[src/rtl/clk_div_gen_pkg.sv]
`timescale 1ns/1ps
`default_nettype none
// ============================================================================
// Module   : clk_div_gen_pkg
// Brief    : Shared state encodings and default widths for the clock divider.
// Revision : 1.0 - initial release
// ============================================================================
package clk_div_gen_pkg;

    localparam int DIV_W_DEF = 16;
    localparam int CNT_W_DEF = 32;

    typedef enum logic [1:0] {
        ST_IDLE = 2'd0,
        ST_RUN  = 2'd1,
        ST_PEND = 2'd2
    } state_e;

endpackage
`default_nettype wire

[src/rtl/clk_div_gen_if.sv]
`timescale 1ns/1ps
`default_nettype none
// ============================================================================
// Module   : clk_div_gen_if
// Brief    : Ratio-reprogramming valid/ready channel of the clock divider.
// Revision : 1.0 - initial release
// ============================================================================
interface clk_div_gen_if
    import clk_div_gen_pkg::*;
#(
    parameter int DIV_W = DIV_W_DEF
);
    logic             cfg_valid;
    logic [DIV_W-1:0] cfg_div;
    logic             cfg_ready;

    modport master (output cfg_valid, output cfg_div, input  cfg_ready);
    modport slave  (input  cfg_valid, input  cfg_div, output cfg_ready);
endinterface
`default_nettype wire

[src/rtl/clk_div_gen.sv]
`timescale 1ns/1ps
`default_nettype none
// ============================================================================
// Module   : clk_div_gen
// Brief    : Programmable divider: tick pulse every N cycles, 50% divided
//            clock and tick counter; ratio changes land on period boundaries.
// Revision : 1.0 - initial release
// ============================================================================
module clk_div_gen
    import clk_div_gen_pkg::*;
#(
    parameter int DIV_W       = DIV_W_DEF,
    parameter int DEFAULT_DIV = 4,
    parameter int CNT_W       = CNT_W_DEF
) (
    input  wire logic             clk,
    input  wire logic             rst,
    input  wire logic             en,
    clk_div_gen_if.slave          cfg,
    output logic                  tick,
    output logic                  div_clk,
    output logic [CNT_W-1:0]      tick_cnt
);

    localparam logic [DIV_W-1:0] c_default_div =
        (DEFAULT_DIV == 0) ? DIV_W'(1) : DIV_W'(DEFAULT_DIV);

    function automatic logic [DIV_W-1:0] max1(input logic [DIV_W-1:0] v);
        return (v == '0) ? DIV_W'(1) : v;
    endfunction

    state_e             state_q,    state_d;
    logic [DIV_W-1:0]   cnt_q,      cnt_d;
    logic [DIV_W-1:0]   ratio_q,    ratio_d;
    logic [DIV_W-1:0]   pending_q,  pending_d;
    logic               tick_q,     tick_d;
    logic               div_clk_q,  div_clk_d;
    logic [CNT_W-1:0]   tick_cnt_q, tick_cnt_d;
    logic               cfg_ready_q, cfg_ready_d;

    logic [DIV_W-1:0]   w_n;
    logic               w_terminal;
    logic               w_hs;
    logic               w_has_pending;
    logic               w_apply;

    always_ff @(posedge clk) begin
        if (rst) begin
            state_q     <= ST_IDLE;
            cnt_q       <= '0;
            ratio_q     <= c_default_div;
            pending_q   <= '0;
            tick_q      <= 1'b0;
            div_clk_q   <= 1'b0;
            tick_cnt_q  <= '0;
            cfg_ready_q <= 1'b1;
        end else begin
            state_q     <= state_d;
            cnt_q       <= cnt_d;
            ratio_q     <= ratio_d;
            pending_q   <= pending_d;
            tick_q      <= tick_d;
            div_clk_q   <= div_clk_d;
            tick_cnt_q  <= tick_cnt_d;
            cfg_ready_q <= cfg_ready_d;
        end
    end

    // A handshake taken while idle leaves the state in IDLE with cfg_ready low,
    // so a held ratio is recognised from either the state or the ready flag.
    always_comb begin
        w_n           = max1(ratio_q);
        w_terminal    = (cnt_q == w_n - DIV_W'(1));
        w_hs          = cfg.cfg_valid & cfg_ready_q;
        w_has_pending = (state_q == ST_PEND) | ~cfg_ready_q;
        w_apply       = w_has_pending & (~en | w_terminal);
    end

    always_comb begin
        state_d     = state_q;
        cnt_d       = cnt_q;
        ratio_d     = ratio_q;
        pending_d   = pending_q;
        tick_d      = 1'b0;
        div_clk_d   = div_clk_q;
        tick_cnt_d  = tick_cnt_q;
        cfg_ready_d = cfg_ready_q;

        if (en) begin
            if (w_terminal) begin
                cnt_d      = '0;
                tick_d     = 1'b1;
                div_clk_d  = ~div_clk_q;
                tick_cnt_d = tick_cnt_q + CNT_W'(1);
            end else begin
                cnt_d      = cnt_q + DIV_W'(1);
            end
        end else begin
            cnt_d = '0;
        end

        if (w_apply) begin
            ratio_d     = pending_q;
            cfg_ready_d = 1'b1;
        end

        // Never coincides with w_apply: a handshake needs cfg_ready high.
        if (w_hs) begin
            pending_d   = max1(cfg.cfg_div);
            cfg_ready_d = 1'b0;
        end

        if (!en) begin
            state_d = ST_IDLE;
        end else if (!cfg_ready_d) begin
            state_d = ST_PEND;
        end else begin
            state_d = ST_RUN;
        end
    end

    assign tick          = tick_q;
    assign div_clk       = div_clk_q;
    assign tick_cnt      = tick_cnt_q;
    assign cfg.cfg_ready = cfg_ready_q;

endmodule
`default_nettype wire

[src/flat_wrapper.sv]
// flat-port wrapper written by rule: the top's interface ports become plain ports
module clk_div_gen_flat import clk_div_gen_pkg::*;
#(
    parameter int DIV_W       = DIV_W_DEF,
    parameter int DEFAULT_DIV = 4,
    parameter int CNT_W       = CNT_W_DEF
)
  (clk, rst, en, tick, div_clk, tick_cnt, cfg_cfg_valid, cfg_cfg_div, cfg_cfg_ready);
  clk_div_gen_if #(.DIV_W(DIV_W)) cfg_i ();
  input  wire logic clk;
  input  wire logic rst;
  input  wire logic en;
  output logic tick;
  output logic div_clk;
  output logic [CNT_W-1:0] tick_cnt;
  input wire logic [$bits(cfg_i.cfg_valid)-1:0] cfg_cfg_valid;
  input wire logic [$bits(cfg_i.cfg_div)-1:0] cfg_cfg_div;
  output wire logic [$bits(cfg_i.cfg_ready)-1:0] cfg_cfg_ready;
  assign cfg_i.cfg_valid = cfg_cfg_valid;
  assign cfg_i.cfg_div = cfg_cfg_div;
  assign cfg_cfg_ready = cfg_i.cfg_ready;
  clk_div_gen #(.DIV_W(DIV_W), .DEFAULT_DIV(DEFAULT_DIV), .CNT_W(CNT_W)) u_core (.clk(clk), .rst(rst), .en(en), .cfg(cfg_i), .tick(tick), .div_clk(div_clk), .tick_cnt(tick_cnt));
endmodule
[config.mk]
export PLATFORM = sky130hd
export DESIGN_NAME = clk_div_gen_flat
export DESIGN_NICKNAME = d
export VERILOG_FILES = /design/src/rtl/clk_div_gen_pkg.sv /design/src/rtl/clk_div_gen_if.sv /design/src/rtl/clk_div_gen.sv /design/src/flat_wrapper.sv
export SDC_FILE = /design/constraint.sdc
export NUM_CORES = 1
export LEC_CHECK = 0
export CAP_MARGIN = 5
export CORE_ASPECT_RATIO = 0.6
export CORE_MARGIN = 4
export CORE_UTILIZATION = 40
export CTS_BUF_LIST = sky130_fd_sc_hd__clkbuf_4 sky130_fd_sc_hd__clkbuf_8 sky130_fd_sc_hd__clkbuf_16
export DETAILED_ROUTE_END_ITERATION = 7
export GPL_ROUTABILITY_DRIVEN = 0
export SYNTH_ARGS = -nofsm -noshare
export SYNTH_HDL_FRONTEND = slang
export SYNTH_SLANG_ARGS = --single-unit
[constraint.sdc]
create_clock -name clk -period 5.2 [get_ports clk]
set_clock_uncertainty 0.2 [all_clocks]
set_input_delay 0.78 -clock clk [delete_from_list [all_inputs] [get_ports clk]]
set_output_delay 0.78 -clock clk [all_outputs]
set_load 0.05 [all_outputs]
==> results of run 1 <==
-- worst max-delay path, delay by kind of cell, from the launching register on --
family / cells / cell delay, ns
fa+ha+maj: 1 / 0.26
compound gates: 2 / 0.49
buf+inv: 1 / 0.32
mux: 1 / 0.23
flops: 1 / 0.35
xor+xnor: 1 / 0.14
simple gates: 6 / 2.60
-- cells by family after synthesis --
family,share of synthesized area (%)
compound gates,9.31
xor+xnor,5.84
fa+ha+maj,0.807
buf+inv,4.90
flops,36.6
mux,10.5
simple gates,32.1
-- worst min-delay path by stage --
stage                     slack [ns]  cells after the start                  from                   end
after floorplan                 0.24                      2   u_core.pending_q[2]   u_core.pending_q[2]
after global placement          0.25                      2   u_core.pending_q[5]   u_core.pending_q[5]
after detailed placement        0.25                      2  u_core.pending_q[13]  u_core.pending_q[13]
after CTS                       0.26                      2  u_core.pending_q[13]  u_core.pending_q[13]
after global routing            0.27                      2  u_core.pending_q[13]  u_core.pending_q[13]
final                           0.26                      2  u_core.pending_q[13]  u_core.pending_q[13]
-- layout by cell type (no fill, tap or decap), types with 4 or more instances in the layout --
cell,instances
nand4_1,8
nand3_1,19
nor4b_1,5
xnor2_1,17
nand2b_1,30
inv_1,15
a21oi_1,24
or4_1,9
and3_1,10
clkdlybuf4s50_1,53
xor2_1,14
nor3_1,8
nor4_1,32
buf_4,4
mux2_2,29
nor2_1,65
nor2b_1,26
nand2_1,50
clkbuf_16,9
mux2i_1,16
dfxtp_1,85
o31ai_1,8
a21o_1,4
-- registers in the layout, indices dropped and copies added (netlist names) --
name and flops:
u_core.cfg.cfg_ready 1, u_core.tick_cnt 32, u_core.div_clk 1, u_core.cnt_q 16, u_core.ratio_q 16, u_core.tick 1, u_core.state_q 2, u_core.pending_q 16
-- through the flow --
| stage | util [%] | instances | hold slack, ns | worst slack [ns] |
|---|---|---|---|---|
| 2_1_floorplan | - | 549 | 0.237 | 1.02 |
| 3_3_place_gp | 46.3 | 733 | 0.246 | 0.638 |
| 3_5_place_dp | 46.3 | 733 | 0.249 | 0.541 |
| 4_1_cts | 48.9 | 749 | 0.258 | 0.525 |
| 5_1_grt | 48.9 | 749 | 0.273 | 0.226 |
| 6_report | 48.9 | 749 | 0.257 | 0.507 |
-- metal layers --
metal / share of wire [%] / routed length [um] / GRT usage (%) / up-vias
met3: 4.8 / 528 / 3.84 / 10
li1: - / - / - / 2003
met1: 57 / 6250 / 27.2 / 1807
met4: 0.92 / 102 / 3.95 / 0
met5: 0 / 0 / 0 / -
met2: 38 / 4170 / 22.2 / 97
-- final cells by class --
type	count	area share, %
Tap cell	160	3.61
Sequential cell	85	30.7
Clock inverter	6	1.26
Timing Repair Buffer	58	10.2
Inverter	15	1.02
Clock buffer	10	4.20
Multi-Input combinational cell	415	49.0
-- power by group through the flow --
stage | clock network, uW | logic (uW) | registers (uW)
finish | 648 | 174 | 679
global route | 698 | 192 | 680
CTS | 665 | 173 | 678
detailed placement | 0 | 173 | 693
global placement | 0 | 170 | 693
floorplan | 0 | 132 | 692
==> summary.txt, run 1 <==
Setup path
  • CP endpoint: u_core.ratio_q[2]
  • R2r setup slk: 0.51 ns
  • CP Max Fanout: 41
  • Crit path launch type: register
  • Critical path class: reg2reg
  • FF-to-FF Start: u_core.ratio_q[4]
  • Crit path largest cell delay: 0.79 ns
  • Most frequent CP cell: nor4_4
  • R2r endpoint: u_core.ratio_q[2]
  • CP Capture Type: register
  • Worst endpoint data arrival time: 4.76 ns
  • R2r worst-path depth: 12
  • Worst setup startpoint: u_core.ratio_q[4]
  • CP cell instances: or4_1, nor4_4, a21oi_1, ha_1, or3b_1, nor4_4, xnor2_1, or3_1, or4_4, o32ai_4, buf_4, mux2i_1
  • WP data required: between 5 and 6 ns
  • Slowest stage cell, crit path: or4_1

Power
  • Switching Power: 390 uW
  • Sequential power share: 45.2%
  • Combinational share of power: between 10% and 20%
  • Pwr Density: 270 nW/um^2
  • Leakage: 0.00192 uW
  • Clock Power Share: 43.2%
  • Internal power: 1110 uW
  • Sw frac: 26.0%
  • Final Total Pwr: 1500 uW
  • Max VDD drop: 0.156 mV

Route
  • Post-DRT Antenna Nets: 0
  • Initial DRC count: 298
  • Vias per cell: 5.23
  • Final WL: 11,000 um
  • DRT Pass-1 Iters: 5
  • Drc violations: 0
  • DR WL/cell: 14.8 um
  • Via Count: just under 4,000

CTS
  • CTS sink cnt: 85
  • Max clock buf depth: 2
  • CTS Hold Bufs: 0
  • Setup bufs post-CTS: 0
  • TritonCTS clock tree: done
  • CTS Buf Count: 9
  • Cell at the root of the clock tree: clkbuf_16
  • CTS resizes: 0
  • H-Tree Depth: 3
  • Clock latency on the worst-skew pair: around 0.34 ns
  • Worst-path clk slew: 0.06 ns

Finish
  • Share of cells above drive strength 1: about 10%
  • Fin area: roughly 5500 sq um
  • Fin nets: 607
  • Area grow syn2layout: 19.3%
  • # fillers: around 1,100
  • FF/Latch Area: 1700 sq um
  • Antenna cells: 0
  • Multi-input gate area: 2720 sq um

Logic synthesis
  • Number of synthesized flops with an enable pin: 0
  • Synth unique cells: 55
  • Synth area leaders: dfxtp_1, mux2_2, nor2_1
  • Sequential share of the synthesized area: 36.6%
  • Syn_nets: 572
  • Synthesized area: 4650 sq um
  • Commonest cells post-synth: dfxtp_1, nor2_1, nand2_1
  • Post-Synthesis Cells: roughly 550
  • Top_reg_cell synth: dfxtp_1
  • Synth warn: 0
  • Ys async rst share: 0%
  • Yosys reg bits: 85
  • Most instantiated library cell after synthesis: dfxtp_1
  • Yosys top cell by area: dfxtp_1
  • Synth top area share: 36.6%
  • Avg Cell Area, Syn: 8.47 sq um

Placement
  • Port Buffers: 54
  • Placement Cell Area: 5240 sq um
  • Post-DP HPWL: about 8000 um

Timing
  • Setup TNS: 0 ns
  • Hold Fails Final Rpt: 0
  • Max-slew violations: 0
  • Final worst-path cycle share: about nine tenths
  • Final Setup Violations: 0
  • Minimum clock period: 4.69 ns
  • Max_slew headroom: 20.8%
  • F_max: about 210 MHz
  • RSZ-0062 raised after global routing: no
  • Slew @ Worst Pin: between 1 and 1.5 ns

Floorplanning
  • Starting Density: 41.0%
  • Core ar.: 11,300 sq um
  • IO Pins: 55
  • Die area: 13,500 sq um
  • Die outline height: 91.5 um
  • Rows: 30
  • Die span in x: 147 um

Outcome
  • Status: complete, no violations

GRT
  • GRT Overall Usage: 17.0%
  • Largest net degree at the start of global routing: between 80 and 90
  • First-pass GRT wire length: roughly 19,000 um
  • Initial antenna violation count: 0
  • Gr ovfl total: 0
  • Vias in the first global route: 3,587

Worst hold path
  • Worst hold path class: reg2reg

Job
  • Max_cap viols: 0
No activity file was read; power rests on OpenSTA's default activity.
==> run 2, diff against run 1 <==
--- a/config.mk
+++ b/config.mk
@@ -12,6 +12,7 @@
 export CTS_BUF_LIST = sky130_fd_sc_hd__clkbuf_4 sky130_fd_sc_hd__clkbuf_8 sky130_fd_sc_hd__clkbuf_16
 export DETAILED_ROUTE_END_ITERATION = 7
 export GPL_ROUTABILITY_DRIVEN = 0
+export GPL_TIMING_DRIVEN = 0
 export SYNTH_ARGS = -nofsm -noshare
 export SYNTH_HDL_FRONTEND = slang
 export SYNTH_SLANG_ARGS = --single-unit
==> run 2 against run 1 <==
Largest cell class unchanged. Combinational power grew 13%. Total power up 2.4%. Utilization grew 1.3 points. Global-route usage rose by 1.7 points. Fmax is 3.3% lower. Via count grew 5.5%. Register-to-register slack lost 0.16 ns.
==> summary.txt, run 2 (same netlist as run 1, synthesis figures left out) <==
Outcome
  • Status: complete, no violations

CTS
  • CTS sink cnt: 85
  • Worst-path clk slew: 0.07 ns
  • H-Tree Depth: 3
  • Max clock buf depth: 2
  • Cell at the root of the clock tree: clkbuf_16
  • CTS Buf Count: 9
  • CTS Hold Bufs: 0
  • Clock latency on the worst-skew pair: 0.34 ns
  • Setup bufs post-CTS: 0
  • TritonCTS clock tree: done
  • CTS resizes: 0

Floorplanning
  • IO Pins: 55
  • Die outline height: 91.5 um
  • Die area: about 13,000 sq um
  • Starting Density: 41.0%
  • Die span in x: 147 um
  • Core ar.: 11,300 sq um
  • Rows: 30

Route
  • DR WL/cell: 16.0 um
  • DRT Pass-1 Iters: 4
  • Final WL: 12,400 um
  • Initial DRC count: 296
  • Via Count: 4,133
  • Post-DRT Antenna Nets: 0
  • Vias per cell: approximately 5.3
  • Drc violations: 0

Setup path
  • R2r setup slk: 0.35 ns
  • Worst endpoint data arrival time: 4.89 ns
  • WP data required: 5.24 ns
  • CP Capture Type: register
  • FF-to-FF Start: u_core.ratio_q[9]
  • Worst setup startpoint: u_core.ratio_q[9]
  • Crit path launch type: register
  • R2r endpoint: u_core.tick_cnt[24]
  • R2r worst-path depth: 14
  • CP Max Fanout: 10
  • Critical path class: reg2reg

Timing
  • Max-slew violations: 0
  • Minimum clock period: 4.85 ns
  • F_max: 206 MHz
  • Max_slew headroom: 38.9%
  • Worst Slack Setup Final: 0.346 ns
  • Final worst-path cycle share: about 93%
  • Setup TNS: 0 ns
  • Hold Fails Final Rpt: 0
  • Final Setup Violations: 0
  • RSZ-0062 raised after global routing: no
  • Slew @ Worst Pin: 0.907 ns

Finish
  • Fin nets: 637
  • Commonest non-fill, non-tap cell in the layout: dfxtp_1
  • # fillers: ~1,100
  • Max reg flops: 32
  • Most frequent cells in the layout: dfxtp_1, nor2_1, clkdlybuf4s50_1, nand2_1, nor4_1
  • Finished Core Util: roughly half
  • Fin area: 5700 sq um
  • Area grow syn2layout: 22.6%
  • Share of cells above drive strength 1: a little over a tenth
  • Antenna cells: 0

Worst hold path
  • Hold endpoint: u_core.pending_q[4]
  • Worst hold path class: reg2reg
  • Hold Path Origin: u_core.pending_q[4]
  • Hold-critical path depth: 2

GRT
  • Initial antenna violation count: 0
  • Largest net degree at the start of global routing: 16
  • Gr ovfl total: 0
  • Vias in the first global route: 3,778
  • GRT Overall Usage: 18.7%
  • First-pass GRT wire length: around 20,000 um

Power
  • Leakage: 0.00199 uW
  • Max VDD drop: about 0.19 mV
  • Pwr Density: 270 nW/um^2

Placement
  • Post-DP HPWL: ~9500 um
  • Placement Cell Area: about 5400 sq um
  • Placement Setup Slack: 0.352 ns
  • Port Buffers: 54

Job
  • Max_cap viols: 0
-- run 2: cell types whose count changed in the layout (fill, tap and decap cells not counted), sizes merged --
cell,delta
buf,+8
clkbuf,+21
clkdlybuf4s50,+1
clkinv,+2
clkinvlp,-2
-- run 2: critical path, cell delays in order, from the launching register on --
cell      delay, ns
dfxtp_1        0.41
or4_1          0.54
buf_2          0.18
nor4_4         0.31
a21oi_1        0.19
ha_1           0.28
nor3b_1        0.17
and3_1         0.22
o21ai_0        0.17
a31oi_1        0.10
or4_1          0.55
clkbuf_1       0.21
clkbuf_1       0.29
nor4b_1        0.54
mux2_2         0.39
-- run 2: stage by stage --
stage                     hold WS [ns]  instances  total power [uW]
after floorplan                  0.237        549               824
after global placement           0.247        763               881
after detailed placement         0.249        763               887
after CTS                        0.258        779              1550
after global routing             0.280        779              1600
final                            0.257        779              1540
-- run 2: worst max path at each step --
stage	cells after the start	endpoint
6_report	14	u_core.tick_cnt[24]
5_1_grt	14	u_core.tick_cnt[25]
4_1_cts	14	u_core.tick_cnt[24]
3_5_place_dp	14	u_core.tick_cnt[24]
3_3_place_gp	14	u_core.tick_cnt[24]
2_1_floorplan	14	u_core.tick_cnt[22]
-- run 2: area by class of cell --
cell class                 instances  area (sq um)  area share [%]
tap                              160           200            3.51
timing repair buffer              54           541            9.49
clock inverter                     6          68.8            1.21
sequential                        85          1700            29.9
multi-input combinational        415          2720            47.7
buffer                            34           171            3.01
clock buffer                      10           239            4.19
inverter                          15          56.3           0.988
-- run 2: layer usage --
metal | vias to the layer above | track usage [%] | part of all wire, %
met4 | 0 | 4.34 | 1.1
met2 | 123 | 23.7 | 37
met3 | 15 | 4.94 | 6.0
li1 | 2056 | - | -
met5 | - | 0 | 0
met1 | 1939 | 30.3 | 56
-- run 2: power by group --
part / switching, uW / total [uW] / leakage [uW] / internal [uW]
clock: 273 / 662 / 0.000149 / 389
sequential: 13.3 / 678 / 0.000689 / 665
combinational: 122 / 196 / 0.00115 / 74.5
==> variant 1: new RTL, config.mk and constraints of run 1 <==
Register the output `tick_cnt` once more, cleared by the reset; this adds one clock of latency there. The other outputs are not delayed to match.
--- a/src/rtl/clk_div_gen.sv
+++ b/src/rtl/clk_div_gen.sv
@@ -123,3 +123,9 @@
     assign div_clk       = div_clk_q;
-    assign tick_cnt      = tick_cnt_q;
+    always_ff @(posedge clk) begin
+        if (rst) begin
+            tick_cnt <= '0;
+        end else begin
+            tick_cnt <= tick_cnt_q;
+        end
+    end
     assign cfg.cfg_ready = cfg_ready_q;
Formal check against the unedited RTL: not equivalent (Yosys sat finds a counterexample within 4 cycles, from zero or initial values and one cycle with rst high).
==> variant 1 against run 1 <==
- sequential cell count increased by 32
- power increased by 45%
- cell area increased by 12%
- via count increased by 2.5%
- utilization increased by 2.1 points
- worst hold slack got worse by 0.91 ps
- largest cell class unchanged
- synthesized area increased by 8.2%
- worst setup slack got worse by 130 ps
- wire length increased by 6.4%
==> variant 1: results (changes against run 1) <==
[status]
status = finished clean

[logic_synthesis]
async_flop_share = 0  ; unchanged
synth_compound_area_frac = 0.0657  ; -0.0274
synth_common_cells = dfxtp_1 (117), nor2_1 (78), nand2_1 (49), nor2b_1 (31)
synth_top_area_frac = 0.466  ; +0.0997
synthAdderAreaFrac = 0.00746  ; -0.000611
synth_fp_nets = 580  ; +1.4%
synthXorXnorAreaFrac = 0.0522  ; -0.00616
synth_mux_area_frac = 0.0965  ; -0.00817
synth.distinct_cells = 59  ; +7.3%
synth-seq-area-share = 0.466  ; +0.0997

[power_and_ir_drop]
ir_drop_mv = 0.208  ; +33%
power_leakage_uw = 0.00237  ; +23%
p_sw_uw = 473  ; +21%

[clocking]
cts_buffers = 17  ; +8
clock_latency_ps = 410  ; +70 ps
h-tree-depth = 4  ; +1

[finish]
layout-drive-gt1-share = 0.118  ; +0.0175

[grt]
met2_usage = 0.243  ; +0.0206
grtUsageTotal = 0.169  ; -0.000601
grt_pass1_wl_um = 19300  ; +3.3%
met1_usage = 0.241  ; -0.0313
grt_pass1_vias = 3762  ; +4.9%
grt_start_max_net_pins = 79  ; -7.1%

[placed_design]
dp_hpwl_um = 8380  ; +5.1%

[drt]
drt_iter0_markers = 279  ; -6.4%
m1WireLength_um = 6320  ; +1.2%
route.met2.wl_um = 4780  ; +15%
viasPerCell = 5.17  ; -1.2%
routed-wl-met3_um = 566  ; +7.2%

[critical_path]
rrSetupSlack_ps = 380  ; -130 ps
cp_slowest_cell = nor4_4

[timing]
slew_headroom = 0.253  ; +0.0448

==> variant 1: cell types whose count changed after synthesis, sizes merged, moves of 7 or more <==
cell	before	now
dfxtp	85	117
xnor2	17	24
o31ai	9	0
xor2	14	6
nor2	65	78
nand2b	30	2
nor4	34	16
nor3	8	23
==> variant 1: cell type report <==
| class | instances | area [um2] |
|---|---|---|
| Inverter | 17 | 63.8 |
| Fill cell | 1118 | 5970 |
| Sequential cell | 117 | 2340 |
| Tap cell | 165 | 206 |
| Clock inverter | 6 | 80.1 |
| Timing Repair Buffer | 58 | 566 |
| Clock buffer | 23 | 477 |
| Multi-Input combinational cell | 391 | 2480 |
==> variant 1: power groups by stage <==
stage          sequential [uW]  combinational, uW  clock (uW)
2_1_floorplan              942               95.0           0
3_3_place_gp               943                134           0
3_5_place_dp               944                137           0
4_1_cts                    926                138        1130
5_1_grt                    927                153        1170
6_report                   926                138        1110
==> variant 1: path summary, 6_finish.rpt <==
| path | start | end | cells past startpoint |
|---|---|---|---|
| worst max-delay path | u_core.ratio_q[9] | u_core.tick_cnt_q[31] | 13 |
| worst max register to register | u_core.ratio_q[9] | u_core.tick_cnt_q[31] | 13 |
| worst min-delay path | u_core.pending_q[15] | u_core.pending_q[15] | 2 |
| worst min register to register | u_core.pending_q[15] | u_core.pending_q[15] | 2 |
==> variant 1: per-stage QoR <==
| stage | worst slack, ps | hold slack [ps] | area, um2 | instances |
|---|---|---|---|---|
| after CTS | 399 | 258 | 6210 | 777 |
| after detailed placement | 444 | 251 | 5650 | 748 |
| after global placement | 673 | 248 | 5650 | 748 |
| after global routing | 121 | 273 | 6210 | 777 |
| final | 378 | 256 | 6210 | 777 |
| after floorplan | 882 | 233 | 5030 | 557 |
==> variant 2: new RTL, settings of run 1 <==
Without the edit above. Set the package constant `CNT_W_DEF` to 36 (it was 32).
--- a/src/rtl/clk_div_gen_pkg.sv
+++ b/src/rtl/clk_div_gen_pkg.sv
@@ -10,3 +10,3 @@
     localparam int DIV_W_DEF = 16;
-    localparam int CNT_W_DEF = 32;
+    localparam int CNT_W_DEF = 36;
 
Ports: changed (resized tick_cnt); port bits go from 55 to 59. No check against the original RTL was run, so the function may have changed too.
==> variant 2 against run 1 <==
- cell count increased by 0.40%
- sequential cell count increased by 4
- synthesized area decreased by 0.86%
- wire length increased by 1.4%
- via count increased by 3.7%
- worst setup slack improved by 84 ps
- non-clock buffer count increased by 4
- cell area increased by 0.25%
- die area decreased by 0.80%
- fmax increased by 1.8%
- power decreased by 2.5%
- critical endpoint is now u_core.tick_cnt[7]
- highest routed layer unchanged
==> variant 2: results (changes against run 1) <==
[grt]
grtUsageTotal = 0.168  ; -0.00137
antenna_found_initial = 0  ; unchanged
grt_pass1_vias = 3705  ; +3.3%
grt_pass1_wl_um = 18400  ; -1.2%
grt_start_max_net_pins = 112  ; +32%

[logic_synthesis]
synth.area.top_cells = dfxtp_1 (39%), nor2_1 (5.7%), nand2_1 (5.5%)
ys.flop_type = dfxtp_1
synth.distinct_cells = 55  ; unchanged
synth-seq-area-share = 0.387  ; +0.0206
synth_fp_nets = 583  ; +1.9%
synth.avg_cell_area_um2 = 8.23  ; -2.8%
async_flop_share = 0  ; unchanged
synth_common_cells = dfxtp_1 (89), nor2_1 (70), nand2_1 (67), nor2b_1 (36), a21oi_1 (24)

[power_and_ir_drop]
switching_share = 0.250  ; -0.0101
power_leakage_uw = 0.00215  ; +12%
ir_drop_mv = 0.162  ; +4.0%

[placed_design]
dp_cells = 736  ; +0.41%
dp_hpwl_um = 8010  ; +0.47%
portBuffers = 58  ; +7.4%
dpl-instance-area_um2 = 5280  ; +0.60%

[clocking]
clk_path_buf_depth = 2  ; unchanged
path_clk_slew_ps = 70
cts_setup_buffers = 0  ; unchanged
cts-root-buf = clkbuf_16
clock_latency_ps = 340  ; about the same

[finish]
largest_reg_flops = 36  ; +13%
layout-drive-gt1-share = 0.0888  ; -0.0114
final_net_count = 626  ; +3.1%
stdcell_count = 752  ; +0.40%

[timing]
worst_pin_slew_ps = 1030  ; -156 ps
finalSetupViolCount = 0  ; unchanged

[status]
status = finished clean

[drt]
first_pass_iters = 4  ; -1
avgRoutedWirePerCell_um = 14.9  ; +1.0%
vias = 4063  ; +3.7%
drt_iter0_markers = 271  ; -9.1%

[flow_run]
drv_cap = 0  ; unchanged

[critical_path]
cpPeakStageDelay_ps = 660  ; -130 ps
cp_max_fo = 23  ; -44%
cp.arrival_ps = 4640  ; -120 ps

[min_path]
worstHoldStart = u_core.pending_q[5]

variant 2: worst paths after layout:
kind / end / slack (ps) / cells past startpoint
max: u_core.tick_cnt[7] / 590 / 13
min: u_core.pending_q[5] / 260 / 2
max reg2reg: u_core.tick_cnt[7] / 590 / 13
min reg2reg: u_core.pending_q[5] / 260 / 2
variant 2: per-stage QoR:
step           worst slack [ps]  power [uW]
6_report                    592        1460
5_1_grt                     303        1520
4_1_cts                     619        1480
3_3_place_gp                762         858
2_1_floorplan              1260         820
3_5_place_dp                634         861
variant 2: metal layers:
| layer | part of all wire | vias up | track usage |
|---|---|---|---|
| met1 | 0.53 | 1908 | 0.260 |
| met3 | 0.055 | 9 | 0.0414 |
| met5 | 0 | - | 0 |
| li1 | - | 2038 | - |
| met2 | 0.40 | 108 | 0.228 |
| met4 | 0.0092 | 0 | 0.0446 |
variant 2: kinds of logic after synthesis:
kind of cell	count (synthesis)	share of synthesized area
adders and majority gates	3	0.00814
AOI/OAI and AO/OA	59	0.0771
xor gates and xnor gates	33	0.0689
muxes	37	0.0863
buffers and inverters	43	0.0388
and+or+nand+nor	296	0.334
DFF	89	0.387
variant 2: layout make-up:
type / count / area (um2)
Fill cell: 1091 / 5700
Clock inverter: 5 / 38.8
Tap cell: 144 / 180
Sequential cell: 89 / 1780
Timing Repair Buffer: 62 / 608
Clock buffer: 11 / 246
Inverter: 13 / 48.8
Multi-Input combinational cell: 428 / 2660
variant 2: power groups by stage:
stage / clock network (uW) / logic [uW] / registers, uW
6_report: 616 / 137 / 710
5_1_grt: 662 / 151 / 712
4_1_cts: 635 / 137 / 709
3_5_place_dp: 0 / 136 / 725
3_3_place_gp: 0 / 134 / 724
2_1_floorplan: 0 / 97.9 / 722
variant 2: critical path, delay by kind of cell, from the launching register on:
family,cells,cell delay [ps]
and+or+nand+nor,7,2560
AOI/OAI and AO/OA,3,440
muxes,1,370
DFF,1,350
buffers and inverters,1,300
adders and majority gates,1,280
